`src/rtl/byte_serial_adder_32.sv`:
```
// Byte-serial 32-bit add/subtract unit: one 8-bit CLA slice per clock, LSB first,
// with the inter-byte carry held in a register between cycles.

module cla_8_bit (
  input  logic [7:0] a,
  input  logic [7:0] b,
  input  logic       cin,
  output logic [7:0] s,
  output logic       cout
);
  logic [7:0] g;
  logic [7:0] p;
  logic [8:0] c;
  logic       gacc;
  logic       pacc;

  // Each carry is the flattened lookahead sum of generate terms gated by
  // the propagate run above them, rather than a rippled chain.
  always_comb begin
    g    = a & b;
    p    = a ^ b;
    c    = '0;
    gacc = 1'b0;
    pacc = 1'b0;
    c[0] = cin;
    for (int unsigned i = 0; i < 8; i++) begin
      gacc = g[i];
      pacc = p[i];
      for (int unsigned j = 0; j < i; j++) begin
        gacc = gacc | (pacc & g[i-1-j]);
        pacc = pacc & p[i-1-j];
      end
      c[i+1] = gacc | (pacc & cin);
    end
    s    = p ^ c[7:0];
    cout = c[8];
  end
endmodule

module byte_serial_adder_32 #(
  parameter int unsigned NBYTES = 4
) (
  input  logic                  clock,
  input  logic                  reset_n,
  input  logic [8*NBYTES-1:0]   data_operandA,
  input  logic [8*NBYTES-1:0]   data_operandB,
  input  logic                  ctrl_sub,
  input  logic                  start,
  output logic                  busy,
  output logic [8*NBYTES-1:0]   data_result,
  output logic                  carry_out,
  output logic                  overflow,
  output logic                  data_resultRDY
);
  localparam int unsigned W  = 8 * NBYTES;
  localparam int unsigned IW = (NBYTES > 1) ? $clog2(NBYTES) : 1;

  localparam logic [1:0] S_IDLE = 2'd0;
  localparam logic [1:0] S_RUN  = 2'd1;
  localparam logic [1:0] S_DONE = 2'd2;

  logic [1:0]    state;
  logic [IW-1:0] idx;
  logic          carry;
  logic [W-1:0]  opa;
  logic [W-1:0]  opb;
  logic [W-1:0]  acc;
  logic [W-1:0]  acc_next;
  logic [7:0]    sum_byte;
  logic          sum_cout;
  logic          last;

  cla_8_bit u_cla (
    .a    (opa[{idx, 3'b000} +: 8]),
    .b    (opb[{idx, 3'b000} +: 8]),
    .cin  (carry),
    .s    (sum_byte),
    .cout (sum_cout)
  );

  // acc_next includes the byte being produced this cycle so the final
  // result can be latched on the same edge that computes the top byte.
  always_comb begin
    acc_next                     = acc;
    acc_next[{idx, 3'b000} +: 8] = sum_byte;
    last                         = (idx == IW'(NBYTES - 1));
    busy                         = (state == S_RUN);
    data_resultRDY               = (state == S_DONE);
  end

  always_ff @(posedge clock) begin
    if (!reset_n) begin
      state       <= S_IDLE;
      idx         <= '0;
      carry       <= 1'b0;
      opa         <= '0;
      opb         <= '0;
      acc         <= '0;
      data_result <= '0;
      carry_out   <= 1'b0;
      overflow    <= 1'b0;
    end else begin
      case (state)
        S_IDLE, S_DONE: begin
          if (start) begin
            opa   <= data_operandA;
            opb   <= ctrl_sub ? ~data_operandB : data_operandB;
            carry <= ctrl_sub;
            idx   <= '0;
            state <= S_RUN;
          end else begin
            state <= S_IDLE;
          end
        end
        S_RUN: begin
          acc   <= acc_next;
          carry <= sum_cout;
          idx   <= idx + 1'b1;
          if (last) begin
            data_result <= acc_next;
            carry_out   <= sum_cout;
            overflow    <= (opa[W-1] == opb[W-1]) && (sum_byte[7] != opa[W-1]);
            state       <= S_DONE;
          end
        end
        default: state <= S_IDLE;
      endcase
    end
  end
endmodule
```
`config.mk`:
```
export PLATFORM = sky130hd
export DESIGN_NAME = byte_serial_adder_32
export DESIGN_NICKNAME = d
export VERILOG_FILES = /design/src/rtl/byte_serial_adder_32.sv
export SDC_FILE = /design/constraint.sdc
export NUM_CORES = 1
export LEC_CHECK = 0
export ABC_CLOCK_PERIOD_IN_PS = 5250
export BUFFER_PORTS_ARGS = -buffer_cell sky130_fd_sc_hd__buf_2
export CORE_MARGIN = 2
export CORE_UTILIZATION = 45
export DETAILED_ROUTE_END_ITERATION = 7
export HOLD_SLACK_MARGIN = 0.15
export PLACE_DENSITY = 0.72
export SLEW_MARGIN = 10
export SYNTH_ARGS = -nofsm -noshare
export SYNTH_HDL_FRONTEND = slang
export SYNTH_SLANG_ARGS = --single-unit
```
`constraint.sdc`:
```
create_clock -name clock -period 5.25 [get_ports clock]
set_input_delay 0.7875 -clock clock [delete_from_list [all_inputs] [get_ports clock]]
set_output_delay 0.7875 -clock clock [all_outputs]
set_load 0.03 [all_outputs]
```
Yosys cells after proc, flatten, opt, wreduce, memory -nomap -nowiden
Cells that the tools add are included.
Widths: inputs -> output; s select.

storage, ports and cells
  bits in registers = 135
  input port bits = 68
  output and inout bits = 36

operators by class
  add/sub/neg operators = 2
  equality and inequality tests = 7
  shift operators = 4
  multiplexer cells = 9
  bitwise gates (word level) = 104
  reduce and logical (&&, ||, !) cells = 7

operators with widths
  operator                count
  $and 1x1->1             64
  $shiftx 32x6->8         2
  $or 1x1->1              36
  $bwmux 32               1
  $mux 32                 1
  $not 32->32             1
  $shift 8x7->32 const A  1
  $shiftx 8x7->32         1
  $xor 8x8->8             2
  $and 8x8->8             1
  $pmux 2 s2              2
  $neg 5->7               1
  $reduce_and 2->1        3
  $eq 2x2->1 const B      2
  $mux 2                  2
  $add 2x1->2 const B     1
  $eq 2x1->1 const B      1
  $logic_not 2->1         1
  $mux 1                  2
  $ne 2x1->1 const B      1
  $ne 2x2->1 const B      1
  $pmux 1 s2              1
  $reduce_bool 2->1       1
  $reduce_or 2->1         1
  3 further kinds         3

Logic depth before layout (Yosys ltp)
Gate-level depths: netlist of the first run.

  depth after elaboration = 13
  mapped depth = 11
  gate-level depth less buffers = 7

Modules after synthesis
Synthesis of the first run repeated with hierarchy kept, for this count alone.

second synthesis, totals
  cell total of the unflattened synthesis = 603
  area, all modules = 5846.9 um^2

modules (own cells, without submodules)
  module                instances  cells an instance  area an instance (um^2)  seq. area each (um^2)
  byte_serial_adder_32  1          566                5529.1                   2542.4
  cla_8_bit             1          37                 317.8                    0.0

Least setup slack after synthesis of the first run
OpenSTA, ideal clock, no wires.

  path type = reg-to-reg
  from = register idx[0]
  to = register acc[31]
  setup time = 0.071 ns
  arrival time = 3.128 ns
  setup slack = 2.052 ns
  cell stages (with the launch flop) = 12
  cell sequence = dfxtp_1 -> buf_2 -> buf_2 -> mux4_2 -> ha_1 -> buf_2 -> o21a_1 -> o21ai_0 -> a31oi_4 -> buf_6 -> or3_1 -> a21oi_1

between the ends
  longest elaborated chain between the ends = 13
  elaborated cells on any way between the ends = 86

ends and longest elaborated chain
  item                                               RTL line  text
  start: declaration                                 63        logic [IW-1:0] idx;
  start signal: assignment                           118       idx <= idx + 1'b1;
  $shiftx 32x6->8, on equally long branches          74, 75
  $xor 8x8->8 / $and 8x8->8 (equally long branches)  21, 20
  $and 1x1->1, on equally long branches              30, 31
  $or 1x1->1 (tied with other cells) (5 in series)   30        gacc = gacc | (pacc & g[i-1-j]);
  $or 1x1->1 / $and 1x1->1 (equally long branches)   30, 33
  $or 1x1->1                                         33        c[i+1] = gacc | (pacc & cin);
  $xor 8x8->8                                        35        s = p ^ c[7:0];
  $shiftx 8x7->32                                    85        acc_next[{idx, 3'b000} +: 8] = sum_byte;
  $bwmux 32 *                                        85
  end signal: assignment                             116       acc <= acc_next;
  end: declaration                                   67        logic [W-1:0] acc;

Every way passes the cells marked *; elsewhere a longest branch is shown, timed or not.
A chain may end at the register's enable or synchronous reset.

Final worst setup path of the first run
  from = register idx[0]
  to = register data_result[7]

between the ends
  longest elaborated chain between the ends = 13
  elaborated cells on any way between the ends = 88

ends and longest elaborated chain
  item                                               RTL line  text
  $shiftx 32x6->8, on equally long branches          74, 75
  $xor 8x8->8 / $and 8x8->8 (equally long branches)  21, 20
  $and 1x1->1, on equally long branches              30, 31
  $or 1x1->1 (tied with other cells) (5 in series)   30
  $or 1x1->1 / $and 1x1->1 (equally long branches)   30, 33
  $or 1x1->1                                         33
  $xor 8x8->8                                        35
  $shiftx 8x7->32                                    85
  $bwmux 32                                          85
  end signal: assignment                             120       data_result <= acc_next;
  end: declaration                                   50        output logic [8*NBYTES-1:0] data_result,

Parallel ways exist; a longest one is shown, timed or not.

==> results of run 1 <==
==> per-stage QoR <==
step / setup WS, ns / utilization, %
floorplan: 2.05 / -
global placement: 1.87 / 50.6
detailed placement: 1.68 / 50.6
CTS: 1.65 / 54.8
global route: 1.48 / 54.8
finish: 1.63 / 54.8
==> tightest hold or removal path: cells and delay by family, from the launching register on <==
kind | cells | cell delay, ns
compound gates | 1 | 0.05
flops | 1 | 0.30
simple gates | 1 | 0.05
==> layer usage <==
| layer | routed length [µm] | global-route usage, % | part of all wire, % |
|---|---|---|---|
| met1 | 6970 | 28.5 | 45 |
| met2 | 7610 | 36.8 | 49 |
| met3 | 700 | 5.22 | 4.5 |
| met4 | 347 | 7.61 | 2.2 |
| met5 | 0 | 0 | 0 |
==> layout make-up <==
cell class / count / area, µm²
clock buffer: 23 / 488
clock inverter: 8 / 72.6
fill: 1230 / 6030
inverter: 10 / 37.5
multi-input combinational: 486 / 3240
sequential: 135 / 2700
tap: 176 / 220
timing repair buffer: 108 / 553
==> kinds of logic (layout without fill, tap and decap cells) <==
kind of cell             count (synthesis)  after routing
XOR/XNOR                                36             36
adder cells (fa/ha/maj)                 16             16
multiplexers                            16             16
AND/OR/NAND/NOR                        239            239
buffers and inverters                   62            149
flip-flops                             135            135
AO/OA/AOI/OAI                          179            179
==> layout by cell type (no fill, tap or decap), drive strengths merged, types with 2 or more instances in the layout <==
cell type / netlist / routed
clkinv: 2 / 6
clkinvlp: 0 / 3
nand2b: 4 / 4
a22oi: 15 / 15
ha: 15 / 15
nor4: 4 / 4
o21ai: 23 / 23
and3: 4 / 4
buf: 15 / 108
and2: 4 / 4
clkbuf: 37 / 23
a221o: 4 / 4
or4: 2 / 2
nand4: 2 / 2
a21o: 5 / 5
xnor2: 33 / 33
nand3: 16 / 16
nor2: 82 / 82
nand2: 96 / 96
o22ai: 5 / 5
a211oi: 43 / 43
nor2b: 5 / 5
mux4: 16 / 16
inv: 8 / 8
a32oi: 4 / 4
o221a: 4 / 4
or3: 4 / 4
nor3: 13 / 13
dfxtp: 135 / 135
o31ai: 6 / 6
xor2: 3 / 3
a21oi: 49 / 49
a221oi: 14 / 14
==> state kept, by name (all words and copies together) (netlist names) <==
signal and count:
opb 32, carry 1, opa 32, state 2
data_result 32, acc 32, carry_out 1, idx 2
overflow 1
==> final timing paths <==
| check | depth (start not counted) | end | start |
|---|---|---|---|
| max reg2reg | 8 | data_result[7]$_SDFFE_PN0P_ | idx[0]$_SDFFE_PN0P_ |
| min | 2 | opa[30]$_SDFFE_PN0P_ | opa[30]$_SDFFE_PN0P_ |
| max | 8 | data_result[7]$_SDFFE_PN0P_ | idx[0]$_SDFFE_PN0P_ |
| min reg2reg | 2 | opa[30]$_SDFFE_PN0P_ | opa[30]$_SDFFE_PN0P_ |
==> power groups by stage <==
stage                     clock (µW)  sequential [µW]  combinational [µW]
after floorplan                    0             1110                 252
after global placement             0             1120                 333
after detailed placement           0             1130                 342
after CTS                       1140             1100                 344
after global routing            1190             1110                 380
final                           1120             1100                 344
==> results.txt, run 1 <==
----------------------------------------------------
[Status]
  Result of the run ... completed

[Setup path]
  Type of element capturing the critical path ... register
  Crit-path slowest cell ... sky130_fd_sc_hd__nor2_1
  Critical Path Fanout Max ... 16
  Kind of start point of the critical path ... register
  Critical path buffer and inverter count ... 1
  Family of cells with the greatest summed delay on the critical path ... compound AO/OA/AOI/OAI gates
  Reg2Reg Setup Slack ... 1.63 ns
  Slowest stage delay, CP ... 0.60 ns
  Crit path cell chain ... buf_4 > mux4_2 > ha_1 > a211oi_1 > o211ai_1 > nor2_1 > nor3_1 > o221a_2
  Setup Crit Path Kind ... reg -> reg
  Required time reported for the critical path endpoint ... 5.56 ns
  Arrival time of data at the critical path endpoint ... 3.92 ns

[Pwr]
  Cell-internal power ... 1900 µW
  Sequential power share ... 42.9%
  Power share of the clock group ... 43.7%
  Fraction of power consumed by combinational cells ... 13.4%
  Power per cell area ... 352 nW/µm²
  IR drop worst, VDD ... 204 µV
  Final Total Pwr ... 2570 µW
  Pleak ... 0.00289 µW
  Switching pwr ... 675 µW
  Switching Share ... 26.2%

[Clocking]
  Insertion delay to the later sink of the worst-skew pair ... 0.42 ns
  Clock root buffer ... sky130_fd_sc_hd__clkbuf_16
  Buffer count from post-CTS setup fixing ... 0
  Total clock buffers created by CTS ... 17
  Clock slew at the register clock pins of the worst setup and hold paths ... 0.06 ns
  # clock sinks ... 135
  Number of buffers inserted by hold repair at cts ... 0
  Clock tree from TritonCTS ... built
  Maximum buffer depth of the clock tree ... 2
  H-tree depth ... 4
  Cts repair resizes ... 0

[Synth]
  Area share of and/or/nand/nor cells after synthesis ... 17.5%
  Net count after synthesis ... 767
  Top cells by area, synth ... sky130_fd_sc_hd__dfxtp_1 44%, sky130_fd_sc_hd__mux4_2 5.8%, sky130_fd_sc_hd__nand2_1 5.8%
  Synth cell count leaders ... 135 x sky130_fd_sc_hd__dfxtp_1, 96 x sky130_fd_sc_hd__nand2_1, 82 x sky130_fd_sc_hd__nor2_1
  Count of distinct cell types in the synthesized netlist ... 54
  Largest family of logic cells by synthesized area ... compound AO/OA/AOI/OAI gates
  FF+latch count, synth ... 135
  Share of synthesized area occupied by flip-flops and latches ... 43.7%
  Proportion of synthesized area in mux cells ... 5.82%
  Cell accounting for the most synthesized area ... sky130_fd_sc_hd__dfxtp_1
  Most frequently used cell type in the post-synthesis netlist ... sky130_fd_sc_hd__dfxtp_1
  Synthesized-area fraction occupied by adder cells ... 3.35%
  Main flop type after synthesis ... sky130_fd_sc_hd__dfxtp_1
  Synthesized area per cell ... 9.06 µm²
  Parity-gate share of the synthesized area counting xor and xnor cells ... 5.21%
  Synth Area in Compound Gates ... 20.4%
  Number of flops mapped to enable cells by yosys ... 0
  Share of flip-flops with an asynchronous set or reset ... 0%
  Post-Synthesis Cell Area ... 6190 µm²
  Warnings from Yosys ... 0
  Share of the synthesized area in the top cell type ... 43.7%
  Number of standard cells after synthesis ... 683

[Layout]
  Post-layout instance area ... 7320 µm²
  Layout cell share with drive strength beyond 1 ... 22.5%
  Number of nets at the end of the flow ... 842
  Post-synthesis to final-layout area growth ... 18.2%
  Total inserted antenna cells ... 0
  Final std cells w/o fill ... 946

[STA]
  Final setup vio count ... 0
  Number of pins exceeding their max-slew limit in the final report ... 0
  Slew at the pin closest to its max-slew limit ... 1.19 ns
  Slew Limit Headroom ... 20.7%
  Fin crit share ... 68.9%
  Tmin final ... 3.62 ns
  Unrepaired setup endpoints after global routing ... no
  Fin Clk Skew ... 0.00645 ns
  Number of hold violations in the final report ... 0
  FMAX ... 277 MHz
  Final hold slack ... 0.452 ns
  Total Neg Setup Slack ... 0 ns

[Floorplanning]
  Cell row count ... 42
  Area inside the core boundary ... 13300 µm²
  Starting Density ... 46.4%
  Area of the die ... 14700 µm²
  Horizontal die dimension ... 121 µm
  Die height ... 121 µm
  Number of I/O pins ... 104

[Placed design]
  IO Port Bufs ... 103
  Count of placed standard cells including taps ... 915
  HPWL after detailed placement ... 10.9 mm
  Final Wtd Congestion ... 0.861
  Placed standard-cell area ... 6760 µm²

[Drt]
  Overall via count from detail_route ... 5291
  Remaining antenna violation count ... 0
  # DRC ... 0
  Wire length per cell ... 16.5 µm
  Average vias per placed instance ... 5.59
  Iteration-0 DRC count of the detailed router ... 372
  1st-pass router iterations ... 5
  Total wirelength of the detailed-routed design ... 15.6 mm

[Job]
  Max-cap violations ... 0

[Global route]
  Antenna violations before repair ... 0
  Wire length of the first global-routing pass ... 25.7 mm
  Via count of the first global-routing pass ... 5093
  Maximum number of pins on one net before global-route repair ... 77
  Global-route usage over all layers ... 22.2%
  GRT Residual Overflow ... 0

[Min path]
  Classification of the worst-slack hold path ... reg -> reg

----------------------------------------------------
Power figures use the tool's default switching activity.
==> inputs of run 2 (changes only) <==
--- a/config.mk
+++ b/config.mk
@@ -5,7 +5,7 @@
 export SDC_FILE = /design/constraint.sdc
 export NUM_CORES = 1
 export LEC_CHECK = 0
-export ABC_CLOCK_PERIOD_IN_PS = 5250
+export ABC_CLOCK_PERIOD_IN_PS = 3500
 export BUFFER_PORTS_ARGS = -buffer_cell sky130_fd_sc_hd__buf_2
 export CORE_MARGIN = 2
 export CORE_UTILIZATION = 45
==> constraint.sdc (replaced) <==
create_clock -name clock -period 3.5 [get_ports clock]
set_input_delay 0.525 -clock clock [delete_from_list [all_inputs] [get_ports clock]]
set_output_delay 0.525 -clock clock [all_outputs]
set_load 0.03 [all_outputs]
==> results.txt, run 2 (synthesis results as in run 1) <==
----------------------------------------------------
[Drt]
  Iteration-0 DRC count of the detailed router ... 380
  1st-pass router iterations ... 5
  Wire length per cell ... 16.5 µm
  Overall via count from detail_route ... 5295
  Total wirelength of the detailed-routed design ... 15.7 mm
  Average vias per placed instance ... 5.56
  Remaining antenna violation count ... 0
  # DRC ... 0

[STA]
  Final setup vio count ... 0
  Slew Limit Headroom ... 29.4%
  Total Neg Setup Slack ... 0 ns
  Setup slack of the critical path after layout ... 0.452 ns
  Number of pins exceeding their max-slew limit in the final report ... 0
  Slew at the pin closest to its max-slew limit ... 1.06 ns
  FMAX ... 328 MHz
  Unrepaired setup endpoints after global routing ... no
  Number of hold violations in the final report ... 0
  Fin crit share ... 87.1%
  Tmin final ... 3.05 ns
  Fin Clk Skew ... 0.0107 ns

[Clocking]
  Clock slew at the register clock pins of the worst setup and hold paths ... 0.06 ns
  Cts repair resizes ... 0
  Total clock buffers created by CTS ... 17
  Clock root buffer ... sky130_fd_sc_hd__clkbuf_16
  Insertion delay to the later sink of the worst-skew pair ... 0.42 ns
  H-tree depth ... 4
  Buffer count from post-CTS setup fixing ... 0
  Number of buffers inserted by hold repair at cts ... 0
  Clock tree from TritonCTS ... built
  # clock sinks ... 135
  Maximum buffer depth of the clock tree ... 2

[Setup path]
  Arrival time of data at the critical path endpoint ... 3.39 ns
  Type of element capturing the critical path ... register
  Kind of start point of the critical path ... register
  Critical path startpoint ... idx[0]$_SDFFE_PN0P_
  Reg2Reg Setup Slack ... 0.45 ns
  Required time reported for the critical path endpoint ... 3.84 ns
  Setup Crit Path Kind ... reg -> reg
  Start of the worst register-to-register path ... idx[0]$_SDFFE_PN0P_
  Critical Path Fanout Max ... 24

[Layout]
  Number of nets at the end of the flow ... 848
  Post-synthesis to final-layout area growth ... 19.7%
  Highest-count cells in the layout ignoring fill and taps ... 135 x sky130_fd_sc_hd__dfxtp_1, 103 x sky130_fd_sc_hd__buf_2, 96 x sky130_fd_sc_hd__nand2_1
  Fill cell instance count of the final layout ... 1239
  Total area of sequential cells ... 2700 µm²
  Post-layout instance area ... 7410 µm²
  Post-layout utilization of the core ... 55.5%
  Total inserted antenna cells ... 0
  Layout cell share with drive strength beyond 1 ... 22.9%
  Combined area of the multi-input logic cells ... 3240 µm²
  Commonest non-fill, non-tap cell in the layout ... sky130_fd_sc_hd__dfxtp_1

[Floorplanning]
  Area inside the core boundary ... 13300 µm²
  Die height ... 121 µm
  Starting Density ... 46.4%
  Number of I/O pins ... 104
  Horizontal die dimension ... 121 µm
  Area of the die ... 14700 µm²
  Cell row count ... 42

[Placed design]
  Placed standard-cell area ... 6830 µm²
  IO Port Bufs ... 103
  Pre-CTS WS ... 0.469 ns
  Final Wtd Congestion ... 0.844
  HPWL after detailed placement ... 10.6 mm

[Global route]
  Via count of the first global-routing pass ... 5235
  GRT Residual Overflow ... 0
  Maximum number of pins on one net before global-route repair ... 100
  Global-route usage over all layers ... 22.1%
  Antenna violations before repair ... 0
  Wire length of the first global-routing pass ... 25.6 mm

[Pwr]
  Pleak ... 0.00295 µW
  Final Total Pwr ... 3950 µW
  Power per cell area ... 533 nW/µm²
  IR drop worst, VDD ... 333 µV

[Job]
  Max-cap violations ... 0

[Status]
  Result of the run ... completed

[Min path]
  Classification of the worst-slack hold path ... in -> reg
  Hold path start ... data_operandA[7]

----------------------------------------------------
==> run 2: final timing paths <==
kind         cells past startpoint                           end
max                              8  data_result[11]$_SDFFE_PN0P_
min reg2reg                      2          opa[18]$_SDFFE_PN0P_
max reg2reg                      8  data_result[11]$_SDFFE_PN0P_
min                              3           opa[7]$_SDFFE_PN0P_
==> run 2: power breakdown <==
group | total, µW | leakage [µW] | internal, µW | switching, µW
Combinational | 543 | 0.00155 | 213 | 330
Sequential | 1650 | 0.00110 | 1610 | 41.1
Clock | 1760 | 0.000289 | 1120 | 641
==> run 2: worst max-delay path, cell delays in order, from the launching register on <==
cell and delay [ns]:
sky130_fd_sc_hd__dfxtp_1 0.36, sky130_fd_sc_hd__buf_12 0.22, sky130_fd_sc_hd__mux4_2 0.57, sky130_fd_sc_hd__ha_1 0.34
sky130_fd_sc_hd__a211oi_2 0.37, sky130_fd_sc_hd__o21bai_1 0.17, sky130_fd_sc_hd__xor2_1 0.57, sky130_fd_sc_hd__a221oi_1 0.18
sky130_fd_sc_hd__nor2_1 0.17
==> run 2: final cells by class <==
class,count,share of cell area [%]
multi-input combinational,486,43.8
inverter,10,0.507
tap,176,2.97
sequential,135,36.5
clock inverter,8,1.30
clock buffer,23,6.59
timing repair buffer,114,8.41
==> run 2: metal layers <==
metal | wire, µm | global-route usage (%)
met2 | 7900 | 38.3
met5 | 0 | 0
met1 | 6830 | 26.9
met3 | 779 | 5.17
met4 | 205 | 7.40
==> run 2: per-stage QoR <==
stage | hold slack [ns] | instances
after global routing | 0.338 | 952
final | 0.350 | 952
after detailed placement | 0.443 | 921
after CTS | 0.336 | 952
after floorplan | 0.432 | 683
after global placement | 0.441 | 921
